==> src/rtl/digit_timer_ctrl.sv <==
// Purpose : sequences three BCD digits into a cycle count (one shift-add MAC per clock), counts it down, then flags done/irq.
// Latency : start accepted in cycle T -> CALC T+1..T+3 -> RUN from T+4 with remain=N -> done pulse in T+4+N (pause low).
// Backpressure: none; start is ignored while busy, pause freezes the countdown in RUN, stop aborts from any state.
//
// Ports:
//   clk, rst_n            clock and asynchronous active-low reset
//   start, stop, pause    control requests (start sampled only in IDLE, pause is a level)
//   d1, d2, d3            BCD digits weighted by W1, W2, W3
//   irq_ack               clears the sticky irq flag
//   busy                  high while in CALC or RUN
//   remain                cycles left in RUN; running accumulator in CALC
//   done                  one-cycle completion pulse
//   irq, err              sticky completion flag and sticky bad-digit flag
module digit_timer_ctrl #(
    parameter int               CNT_W = 30,
    parameter logic [CNT_W-1:0] W1    = CNT_W'(100_000_000),
    parameter logic [CNT_W-1:0] W2    = CNT_W'(10_000_000),
    parameter logic [CNT_W-1:0] W3    = CNT_W'(1_000_000)
) (
    input  logic             clk,
    input  logic             rst_n,
    input  logic             start,
    input  logic             stop,
    input  logic             pause,
    input  logic [3:0]       d1,
    input  logic [3:0]       d2,
    input  logic [3:0]       d3,
    input  logic             irq_ack,
    output logic             busy,
    output logic [CNT_W-1:0] remain,
    output logic             done,
    output logic             irq,
    output logic             err
);

    typedef enum logic [1:0] {
        ST_IDLE = 2'd0,
        ST_CALC = 2'd1,
        ST_RUN  = 2'd2
    } state_t;

    state_t             state_q, state_d;
    logic [1:0]         step_q, step_d;
    logic [3:0]         d1_q, d1_d;
    logic [3:0]         d2_q, d2_d;
    logic [3:0]         d3_q, d3_d;
    logic [CNT_W-1:0]   remain_q, remain_d;
    logic               done_q, done_d;
    logic               irq_q, irq_d;
    logic               err_q, err_d;

    logic               irq_set;
    logic               digits_ok;
    logic [CNT_W-1:0]   prod1, prod2, prod3;
    logic [CNT_W-1:0]   term;
    logic [CNT_W-1:0]   acc_next;

    // Digit times a constant weight as a sum of shifted copies of the weight;
    // with a constant weight each shift is just wiring.
    function automatic logic [CNT_W-1:0] shift_add(input logic [3:0] dig,
                                                   input logic [CNT_W-1:0] wgt);
        logic [CNT_W-1:0] sum;
        sum = '0;
        for (int i = 0; i < 4; i++) begin
            if (dig[i]) begin
                sum = sum + (wgt << i);
            end
        end
        return sum;
    endfunction

    assign digits_ok = (d1 <= 4'd9) && (d2 <= 4'd9) && (d3 <= 4'd9);

    // Largest sum is 9*(W1+W2+W3) = 999,000,000 which fits in 30 bits.
    always_comb begin
        prod1 = shift_add(d1_q, W1);
        prod2 = shift_add(d2_q, W2);
        prod3 = shift_add(d3_q, W3);
        case (step_q)
            2'd0:    term = prod1;
            2'd1:    term = prod2;
            default: term = prod3;
        endcase
        acc_next = remain_q + term;
    end

    always_comb begin
        state_d  = state_q;
        step_d   = step_q;
        d1_d     = d1_q;
        d2_d     = d2_q;
        d3_d     = d3_q;
        remain_d = remain_q;
        done_d   = 1'b0;
        irq_set  = 1'b0;
        err_d    = err_q;

        case (state_q)
            ST_IDLE: begin
                // stop beats start; a rejected start leaves the latches untouched
                if (start && !stop) begin
                    if (digits_ok) begin
                        d1_d     = d1;
                        d2_d     = d2;
                        d3_d     = d3;
                        remain_d = '0;
                        step_d   = 2'd0;
                        err_d    = 1'b0;
                        state_d  = ST_CALC;
                    end else begin
                        err_d = 1'b1;
                    end
                end
            end

            ST_CALC: begin
                if (stop) begin
                    state_d  = ST_IDLE;
                    remain_d = '0;
                    step_d   = 2'd0;
                end else if (step_q == 2'd2) begin
                    step_d = 2'd0;
                    if (acc_next != '0) begin
                        remain_d = acc_next;
                        state_d  = ST_RUN;
                    end else begin
                        // zero-length timer completes straight out of CALC
                        remain_d = '0;
                        state_d  = ST_IDLE;
                        done_d   = 1'b1;
                        irq_set  = 1'b1;
                    end
                end else begin
                    remain_d = acc_next;
                    step_d   = step_q + 2'd1;
                end
            end

            ST_RUN: begin
                if (stop) begin
                    state_d  = ST_IDLE;
                    remain_d = '0;
                end else if (!pause) begin
                    if (remain_q == CNT_W'(1)) begin
                        remain_d = '0;
                        state_d  = ST_IDLE;
                        done_d   = 1'b1;
                        irq_set  = 1'b1;
                    end else begin
                        remain_d = remain_q - CNT_W'(1);
                    end
                end
            end

            default: begin
                state_d  = ST_IDLE;
                remain_d = '0;
                step_d   = 2'd0;
            end
        endcase

        // a completion in the same cycle as an ack keeps irq set
        if (irq_set) begin
            irq_d = 1'b1;
        end else if (irq_ack) begin
            irq_d = 1'b0;
        end else begin
            irq_d = irq_q;
        end
    end

    always_ff @(posedge clk or negedge rst_n) begin
        if (!rst_n) begin
            state_q  <= ST_IDLE;
            step_q   <= 2'd0;
            d1_q     <= 4'd0;
            d2_q     <= 4'd0;
            d3_q     <= 4'd0;
            remain_q <= '0;
            done_q   <= 1'b0;
            irq_q    <= 1'b0;
            err_q    <= 1'b0;
        end else begin
            state_q  <= state_d;
            step_q   <= step_d;
            d1_q     <= d1_d;
            d2_q     <= d2_d;
            d3_q     <= d3_d;
            remain_q <= remain_d;
            done_q   <= done_d;
            irq_q    <= irq_d;
            err_q    <= err_d;
        end
    end

    assign busy   = (state_q == ST_CALC) || (state_q == ST_RUN);
    assign remain = remain_q;
    assign done   = done_q;
    assign irq    = irq_q;
    assign err    = err_q;

endmodule

==> config.mk <==
export PLATFORM = sky130hd
export DESIGN_NAME = digit_timer_ctrl
export DESIGN_NICKNAME = d
export VERILOG_FILES = /design/src/rtl/digit_timer_ctrl.sv
export SDC_FILE = /design/constraint.sdc
export NUM_CORES = 1
export LEC_CHECK = 0
export CAP_MARGIN = 25
export CELL_PAD_IN_SITES_DETAIL_PLACEMENT = 1
export CELL_PAD_IN_SITES_GLOBAL_PLACEMENT = 1
export CORE_UTILIZATION = 44
export DETAILED_ROUTE_END_ITERATION = 6
export GPL_ROUTABILITY_DRIVEN = 0
export HOLD_SLACK_MARGIN = 0.06
export PLACE_DENSITY = 0.84
export SETUP_SLACK_MARGIN = 0.2
export SLEW_MARGIN = 40
export SYNTH_ARGS = -nofsm -noshare
export SYNTH_HDL_FRONTEND = slang
export SYNTH_SLANG_ARGS = --single-unit
==> constraint.sdc <==
create_clock -name clk -period 6.3 [get_ports clk]
set_input_delay 0.63 -clock clk [delete_from_list [all_inputs] [get_ports clk]]
set_output_delay 0.63 -clock clk [all_outputs]
set_load 0.01 [all_outputs]
==> metrics.md <==
| Metric | Value |
|---|---|
| Post-DR vias/cell | 6.38 |
| Part of the cycle the worst path needs | 0.942 |
| Worst Setup Path Type | register to register |
| Drt wl/cell | 21.3 um |
| Syn_nets | 872 |
| Number of diodes | 0 |
| CP bufs+invs | 1 |
| Htree depth | 2 |
| CTS buffer count | 5 |
| Clock sink count | 49 |
| Post-DP HPWL | 16,200 um |
| Die X | 119 um |
| Cell taking the most area after synthesis | dfrtp_1 |
| Clk slew on worst S/H paths | 0.08 ns |
| Sequential area share after synthesis | 0.204 |
| Largest net degree at the start of global routing | 50 |
| RSZ-0062 raised after global routing | no |
| Most frequent CP cell | o21ai_0 |
| Total of max-cap violations | 0 |
| GR Overflow Total | 0 |
| Post-synth EDFFs | 0 |
| Vias in the first global route | 6,615 |
| Critical path fanouts, max | 7 |
| Final setup viols | 0 |
| Mapped Area | 0.00601 mm2 |
| Via count | 6,423 |
| Initial drt markers | 496 |
| Slew @ Worst Pin | 0.794 ns |
| Clk_lat worst skew | 0.32 ns |
| TritonCTS clock tree | built |
| Top Ports | 52 |
| Share of Yosys cell area claimed by the top area cell type | 0.204 |
| Initial antenna violation count | 0 |
| Yosys reg bits | 49 |
| Max Slew Vio Count | 0 |
| DRC | 0 |
| First-pass GRT wire length | 34,500 um |
| CTS Hold Bufs | 0 |
| Max Clk Rate | 0.168 GHz |
| CTS root buf | clkbuf_16 |
| ANT nets after route | 0 |
| Largest stage delay, worst path | 0.48 ns |
| Cells after Synth | 799 |
| DRT Pass-1 Iters | 5 |
| Crit start category | register |
| Critical path's slowest cell | or4_4 |
| Main area contributors after synthesis | dfrtp_1 (20%), ha_1 (11%), o21ai_0 (7.0%) |
| Die extent in y | 119 um |
| Final WL | 21,400 um |
| Final Skew | 0.0150 ns |
| CTS max path bufs | 2 |
| Core Area | 0.0133 mm2 |
| WP data arrival | 6.14 ns |
| Die area | 0.0141 mm2 |
| Top Usage Layer GRT | met2 |
| Share of layout cells above drive strength 1 | 0.0795 |
| Worst path top cell family by delay | compound AO/OA/AOI/OAI gates |
| Type of the worst min-delay path | input pin to asynchronous set/reset pin |
| Synth async-reset ratio | 1.00 |
| GRT Total Usage | 0.307 |
| Dominant synthesized flop cell | dfrtp_1 |
| Final Hold Viols | 0 |
| Met2 GRT Util | 0.515 |
| Met1 usage | 0.381 |
| Setup TNS Final | 0 ns |
| Commonest non-fill, non-tap cell in the layout | nand2_1 |
| Average cell area after synthesis | 7.52 um2 |
| CP Data Required Time | 6.51 ns |
| Critical path endpoint category | register |
| Rel. slew slack | 0.469 |
| Starting density of the core | 0.452 |
| Rows | 42 |
| Final min period | 5.94 ns |
| Port buffer count | 51 |
| GR Layer Usage met3 | 0.0469 |
| Most frequent cells in the layout | nand2_1 (89), o21ai_0 (82), nor2_1 (68) |
| Number of warnings issued by yosys | 0 |
| Cell variety after synth | 82 |
| Worst-path cell chain | inv_1, ha_2, nand2_1, o21ai_0, ha_1, nor3_1, o21ai_0, a21oi_1, o21ai_0, a32oi_1, nand2_1, o211ai_1, o21ai_0, ha_1, a21oi_1, o21ai_0, a211oi_1, a21oi_1, o41ai_1, xor2_1, nand2_1, or4_4, a21oi_4, mux2_2 |
| Syn-to-layout area delta | 14.3% |
| Outcome | finished, final reports clean |
| Fin nets | 902 |
[per-stage QoR]
stage | util | cells | cell area, um2 | worst slack (ns) | hold slack, ns
final | 0.517 | 1006 | 6870 | 0.363 | 0.426
after floorplan | - | 799 | 6010 | 0.752 | 0.334
after detailed placement | 0.498 | 995 | 6620 | 0.324 | 0.520
after CTS | 0.513 | 1003 | 6820 | 0.292 | 0.456
after global routing | 0.517 | 1006 | 6870 | 0.0757 | 0.495
after global placement | 0.498 | 995 | 6620 | 0.529 | 0.491
[per-layer routing]
metal / vias up / routed length [um]
met5: - / 0
met4: 0 / 988
met3: 66 / 1160
met2: 244 / 10200
met1: 3141 / 9110
li1: 2972 / -
[cell usage after synthesis, types with 4 or more instances]
library cell	count
and2_1	4
o22ai_1	10
ha_1	54
nand2_1	89
a31oi_1	9
xnor2_1	37
mux2i_1	7
inv_1	32
mux2_2	6
buf_2	7
nor4b_1	4
and3_1	5
o2111ai_1	4
or3_1	5
nor3_1	21
buf_1	4
clkbuf_1	28
o21ai_0	84
dfrtp_1	49
a22o_1	7
nand2b_1	11
nor2_1	68
nor4_1	13
nor3b_1	6
xor2_1	22
nand3b_1	5
or2_2	4
a21o_1	8
a21oi_1	64
a211oi_1	11
a32oi_1	6
nor2b_1	11
nand3_1	12
a22oi_1	7
o211ai_1	4
nand4_1	8
[layout make-up]
cell class | count | area [um2]
well taps | 176 | 220
multi-input cells | 674 | 4480
inverters | 32 | 120
flip-flops and latches | 49 | 1230
repair buffers | 67 | 626
clock buffers | 5 | 125
clock inverters | 3 | 68.8
fillers | 1678 | 6420
[sequential cells by signal, summed over array words and instances (netlist names), 2 cells and up]
register	cells
remain	30
d1_q	4
d2_q	4
d3_q	4
state_q	2
step_q	2
[what timing repair did]
| action | CTS | global route |
|---|---|---|
| endpoints found under the setup margin | 0 | 8 |
| resized for setup | 0 | 12 |
| buffers inserted | 0 | 3 |
[logic make-up (layout without fill, tap and decap cells)]
family / after synthesis / in the layout / synth area share
and+or+nand+nor: 282 / 282 / 0.233
buffers and inverters: 76 / 107 / 0.0560
muxes: 13 / 13 / 0.0229
DFF: 49 / 49 / 0.204
adders and majority gates: 55 / 55 / 0.116
AOI/OAI and AO/OA: 265 / 265 / 0.283
xor gates and xnor gates: 59 / 59 / 0.0860
[worst paths after layout]
check	startpoint	endpoint	slack [ns]	cells after the start
max	d2_q[0]	remain[1]	0.36	24
min	rst_n	irq	0.43	2
max reg2reg	d2_q[0]	remain[1]	0.36	24
min reg2reg	err	err	0.52	2
max in group asynchronous	rst_n	d1_q[0]	5.39	2
min in group clk	err	err	0.52	2
Power is left out: the tool's default activity adds up to more than one toggle a clock period on the data nets, which glitch-free logic cannot reach.
